**config.mk**
```make
export PLATFORM = sky130hd
export DESIGN_NAME = interval_timer
export DESIGN_NICKNAME = d
export VERILOG_FILES = /design/src/rtl/interval_timer_pkg.sv /design/src/rtl/tick_prescaler.sv /design/src/rtl/interval_timer.sv
export SDC_FILE = /design/constraint.sdc
export NUM_CORES = 1
export LEC_CHECK = 0
export ABC_AREA = 1
export CAP_MARGIN = 20
export CORE_AREA = 3 3 81 83
export CTS_BUF_LIST = sky130_fd_sc_hd__clkbuf_4
export CTS_CLUSTER_DIAMETER = 50
export CTS_CLUSTER_SIZE = 16
export DETAILED_ROUTE_END_ITERATION = 7
export DIE_AREA = 0 0 84 86
export GPL_TIMING_DRIVEN = 0
export HOLD_SLACK_MARGIN = 0.02
export PLACE_DENSITY = 0.73
export SETUP_SLACK_MARGIN = 0.02
export SLEW_MARGIN = 5
export SYNTH_ARGS = -nofsm -noshare
export SYNTH_HDL_FRONTEND = slang
export SYNTH_SLANG_ARGS = --single-unit
```
**constraint.sdc**
```tcl
create_clock -name clk -period 1.71 [get_ports clk]
set_input_delay 0.342 -clock clk [delete_from_list [all_inputs] [get_ports clk]]
set_output_delay 0.342 -clock clk [all_outputs]
set_load 0.03 [all_outputs]
```
**src/rtl/interval_timer_pkg.sv**
```systemverilog
// interval_timer_pkg: FSM state type and default parameters shared by interval_timer
// Contents: state_t (IDLE/RUN/HOLD), DEF_TICK_DIV, DEF_CNT_W, DEF_NSEL
package interval_timer_pkg;
  typedef enum logic [1:0] {IDLE, RUN, HOLD} state_t;
  localparam int DEF_TICK_DIV = 50000000;
  localparam int DEF_CNT_W = 6;
  localparam int DEF_NSEL = 4;
endpackage

```
**src/rtl/tick_prescaler.sv**
```systemverilog
// tick_prescaler: divides clk into one tick every TICK_DIV enabled cycles
// Ports: clk, reset (sync, active-high), clear (restart count), enable (advance), tick (count at TICK_DIV-1)
module tick_prescaler
  import interval_timer_pkg::*;
#(
  parameter int TICK_DIV = DEF_TICK_DIV
) (
  input  logic clk,
  input  logic reset,
  input  logic clear,
  input  logic enable,
  output logic tick
);
  localparam int W = TICK_DIV > 1 ? $clog2(TICK_DIV) : 1;
  localparam logic [W-1:0] LAST = W'(TICK_DIV - 1);
  logic [W-1:0] r_cnt;
  assign tick = r_cnt == LAST;
  always_ff @(posedge clk)
    if (reset || clear) r_cnt <= '0;
    else if (enable) r_cnt <= tick ? '0 : r_cnt + 1'b1;
endmodule

```
**src/rtl/interval_timer.sv**
```systemverilog
// interval_timer: table-driven one-shot/periodic countdown timer with hold and abort
// Ports: clk, reset (sync, active-high); durations (NSEL x CNT_W table), sel, start, hold, abort, periodic;
//        expired/err (one-cycle pulses), busy (state != IDLE), remaining (ticks left)
module interval_timer
  import interval_timer_pkg::*;
#(
  parameter int TICK_DIV = DEF_TICK_DIV,
  parameter int CNT_W = DEF_CNT_W,
  parameter int NSEL = DEF_NSEL,
  localparam int SEL_W = NSEL > 1 ? $clog2(NSEL) : 1
) (
  input  logic                  clk,
  input  logic                  reset,
  input  logic [NSEL*CNT_W-1:0] durations,
  input  logic [SEL_W-1:0]      sel,
  input  logic                  start,
  input  logic                  hold,
  input  logic                  abort,
  input  logic                  periodic,
  output logic                  expired,
  output logic                  err,
  output logic                  busy,
  output logic [CNT_W-1:0]      remaining
);
  state_t r_state;
  logic [CNT_W-1:0] r_rem, r_d, w_dur;
  logic r_expired, r_err, w_sel_ok, w_tick;
  assign w_sel_ok = 32'(sel) < NSEL;
  always_comb begin
    w_dur = '0;
    for (int i = 0; i < NSEL; i++) if (32'(sel) == i) w_dur = durations[i*CNT_W +: CNT_W];
  end
  // An out-of-range start freezes the whole edge, so the prescaler must not advance on any start
  tick_prescaler #(.TICK_DIV(TICK_DIV)) u_pre (
    .clk(clk),
    .reset(reset),
    .clear(start && w_sel_ok),
    .enable(busy && !hold && !start && !abort),
    .tick(w_tick)
  );
  always_ff @(posedge clk)
    if (reset) begin
      r_state <= IDLE;
      r_rem <= '0;
      r_d <= '0;
      r_expired <= 1'b0;
      r_err <= 1'b0;
    end else begin
      r_expired <= 1'b0;
      r_err <= 1'b0;
      if (start) begin
        if (!w_sel_ok) r_err <= 1'b1;
        else if (w_dur == '0) begin
          r_expired <= 1'b1;
          r_rem <= '0;
          r_state <= IDLE;
        end else begin
          r_d <= w_dur;
          r_rem <= w_dur;
          r_state <= RUN;
        end
      end else if (r_state != IDLE) begin
        if (abort) begin
          r_state <= IDLE;
          r_rem <= '0;
        end else if (hold) r_state <= HOLD;
        else begin
          r_state <= RUN;
          if (w_tick) begin
            if (r_rem == CNT_W'(1)) begin
              r_expired <= 1'b1;
              r_rem <= periodic ? r_d : '0;
              r_state <= periodic ? RUN : IDLE;
            end else r_rem <= r_rem - 1'b1;
          end
        end
      end
    end
  assign expired = r_expired;
  assign err = r_err;
  assign busy = r_state != IDLE;
  assign remaining = r_rem;
endmodule

```
==> results by group <==
Cells and area
  – Post-Route Utilization: between 50% and 60%
  – Area growth from synthesis to final layout: 28.7%
  – Diode count: 0
  – Final #Nets: approximately 500
  – Share of layout cells above drive strength 1: 19.7%
  – Finished Layout Cells: about 540

Global route
  – Largest net degree at the start of global routing: 13
  – GRT Util Overall: between 10% and 20%
  – Initial antenna violation count: 0
  – Global-route wire length before repair: roughly 11000 um
  – Total gr overflow: 0
  – Vias in the first global route: roughly 2600

CTS
  – Clock Latency Late Sink: 370 ps
  – Worst-path clk slew: between 100 and 150 ps
  – CTS buffer count: 5
  – Clk sinks: 41
  – Root Driver: clkbuf_4
  – CTS tree: built
  – Hold buffer count at cts: 0
  – Htree depth: 2
  – Clock tree buffer depth: 2

Power
  – VDD IR-drop max: ~0.00042 V
  – Lkg Pwr: between 1.5 and 2 nW
  – PwrDens: between 600 and 700 mW/mm^2

Synth
  – Post-synthesis cell type count: 36
  – Syn. warnings: 0
  – Post-synthesis cell area: around 0.0026 sq mm
  – Sequential-to-total area share from yosys stat: between 30% and 40%
  – Avg Synthesized Cell Area: roughly 6.5 sq um
  – Syn nets: approximately 440
  – Post-Syn Instances: a little over 400
  – Post-synthesis register bit count: 41

STA
  – Setup-failing EPs final: 0
  – Final period util: between 90% and 100%
  – Min cycle time layout: roughly 1600 ps
  – Final hold viol count: 0
  – Max Fclk: between 0.6 and 0.7 GHz
  – TNS Setup: 0 ps
  – Clock skew: 14.9 ps
  – Final-report max-slew violation count: 0

Detailed routing
  – Vias after detailed routing: roughly 2700
  – Wire length after detailed routing: between 6000 and 7000 um
  – Routed WL per cell: around 12 um
  – Final ANT Viol Nets: 0
  – Initial DRT Pass Iterations: 5
  – Routed vias/inst: 5.02
  – First DRT Iteration DRCs: 157
  – DR DRC count: 0

Worst setup path
  – Setup Crit Path Kind: reg2out
  – WP data required: ~1400 ps
  – Worst Setup Start Kind: flop
  – CP max FO: 3
  – WP data arrival: approximately 1300 ps
  – Endpoint type of the worst setup path: primary output

Placed design
  – Final GP Congestion: between 0.8 and 0.9
  – Port buffer count: 37
  – Dpl cells: roughly 520
  – HPWL Detailed: approximately 4700 um

Run status
  – Outcome: finished, final reports clean

Floorplan
  – Die W: approximately 84 um
  – Core area: 0.00592 sq mm
  – Io pins: between 40 and 50
  – Die span in y: about 86 um
  – # rows: 28
  – Starting Density: 44.0%
  – DIE AREA: 0.00722 sq mm

Min path
  – Hold Crit Class: in2reg

Job
  – Max capacitance violation total: 0
-- final cells by class --
type                            count  area [sq um]
Inverter                           45           176
Clock buffer                        6          45.0
Clock inverter                      2          33.8
Tap cell                           75          93.8
Fill cell                         553          2570
Timing Repair Buffer               51           475
Sequential cell                    41           846
Multi-Input combinational cell    311          1620
Buffer                              6          56.3
-- stage by stage --
step / power (mW) / hold slack (ps) / setup WS [ps] / cell area [sq um]
after detailed placement: 1.44 / 456 / -460 / 3070
final: 2.08 / 300 / 77.4 / 3350
after global routing: 2.18 / 305 / -11.3 / 3350
after CTS: 2.07 / 287 / 25.2 / 3170
after floorplan: 1.28 / 441 / 113 / 2600
after global placement: 1.43 / 451 / -448 / 3070
-- layout by cell type, fill, tap and decap left out, types with 5 or more instances in the layout --
cell type | synthesis | layout
or2_2 | 6 | 6
inv_2 | 6 | 8
nand2_4 | 2 | 5
nor3_1 | 12 | 11
dfxtp_2 | 0 | 8
dlygate4sd2_1 | 0 | 7
nand2_2 | 8 | 7
clkbuf_4 | 0 | 6
inv_1 | 38 | 35
buf_4 | 3 | 12
clkdlybuf4s50_1 | 0 | 26
nor2_4 | 4 | 5
nand3_1 | 24 | 23
dfxtp_1 | 41 | 29
o21ai_1 | 4 | 5
nor2_2 | 3 | 7
o21ai_0 | 18 | 16
nor2_1 | 64 | 59
a21oi_1 | 21 | 21
nand2_1 | 111 | 109
-- critical path, cell delays in order, from the launching register on --
cell             delay (ps)
dfxtp_1                 350
nor2_4                  190
inv_2                    90
clkdlybuf4s15_2         290
-- power breakdown --
group          internal, mW  total (mW)  leakage [nW]  switching (mW)
clock                 0.320       0.656        0.0433           0.335
sequential            0.976       0.996         0.340          0.0201
combinational         0.181       0.427          1.15           0.246
total                  1.48        2.08          1.53           0.602
-- worst paths after layout --
kind | to | slack, ps | start | cells after the start
max | busy | 80 | r_state[0]$_SDFFE_PP0P_ | 3
min | r_state[0]$_SDFFE_PP0P_ | 300 | start | 3
max reg2reg | remaining[2]$_SDFFE_PP0P_ | 100 | u_pre.r_cnt[0]$_SDFFE_PP0P_ | 11
min reg2reg | r_d[3]$_SDFFE_PP0P_ | 470 | r_d[3]$_SDFFE_PP0P_ | 2
-- registers in the layout (all words and copies together), names as in the netlist --
name         flops
expired          1
r_d              6
r_state          2
remaining        6
u_pre.r_cnt     26
-- synthesized netlist by cell type --
| cell type | count | area (sq um) |
|---|---|---|
| a21oi_1 | 21 | 105 |
| nor2_8 | 3 | 60.1 |
| clkbuf_1 | 1 | 3.75 |
| inv_1 | 38 | 143 |
| o21ai_0 | 18 | 90.1 |
| nand3_1 | 24 | 120 |
| xnor2_1 | 2 | 17.5 |
| xor2_1 | 4 | 35.0 |
| nand2_2 | 8 | 50.1 |
| or2_2 | 6 | 37.5 |
| nand4_1 | 4 | 25.0 |
| nor2_4 | 4 | 45.0 |
| nand2_1 | 111 | 417 |
| nor3b_1 | 1 | 7.51 |
| nor4_1 | 3 | 18.8 |
| buf_4 | 3 | 22.5 |
| nand2_8 | 1 | 20.0 |
| nand2_4 | 2 | 22.5 |
| o21a_1 | 1 | 7.51 |
| o211ai_1 | 1 | 7.51 |
| nand3_2 | 2 | 20.0 |
| or2_1 | 2 | 12.5 |
| buf_6 | 2 | 22.5 |
| inv_2 | 6 | 22.5 |
| nor3_4 | 1 | 16.3 |
| conb_1 | 1 | 3.75 |
| clkinv_4 | 1 | 8.76 |
| nor2_1 | 64 | 240 |
| dfxtp_1 | 41 | 821 |
| nor2_2 | 3 | 18.8 |
| o21ai_1 | 4 | 20.0 |
| and3_1 | 1 | 6.26 |
| nor3b_2 | 2 | 25.0 |
| or2_0 | 2 | 12.5 |
| nor3_1 | 12 | 60.1 |
| ha_1 | 3 | 37.5 |
-- per-layer routing --
layer | routed length (um) | vias to the layer above | part of all wire [%] | track usage, %
met1 | 2760 | 1235 | 43 | 21.1
met4 | 127 | 0 | 2.0 | 8.19
met3 | 255 | 11 | 4.0 | 2.98
met2 | 3310 | 59 | 51 | 33.1
met5 | 0 | - | 0 | 0
li1 | - | 1389 | - | -
-- kinds of logic (layout without fill, tap and decap cells) --
family,count (synthesis),in the layout,synth area share [%]
AO/OA/AOI/OAI,45,45,8.85
XOR/XNOR,6,6,2.02
adder cells (fa/ha/maj),3,3,1.44
buffers and inverters,51,110,8.56
flip-flops,41,41,31.5
other,1,1,0.144
AND/OR/NAND/NOR,256,256,47.5
-- timing repair --
action,4_1_cts,5_1_grt
buffers inserted,3,9
gates cloned,0,2
endpoints found under the setup margin,18,31
gates resized for setup,11,42
pin swaps,2,17
endpoints found under the hold margin,0,0
Note: power is estimated with default switching activity, not from simulation.
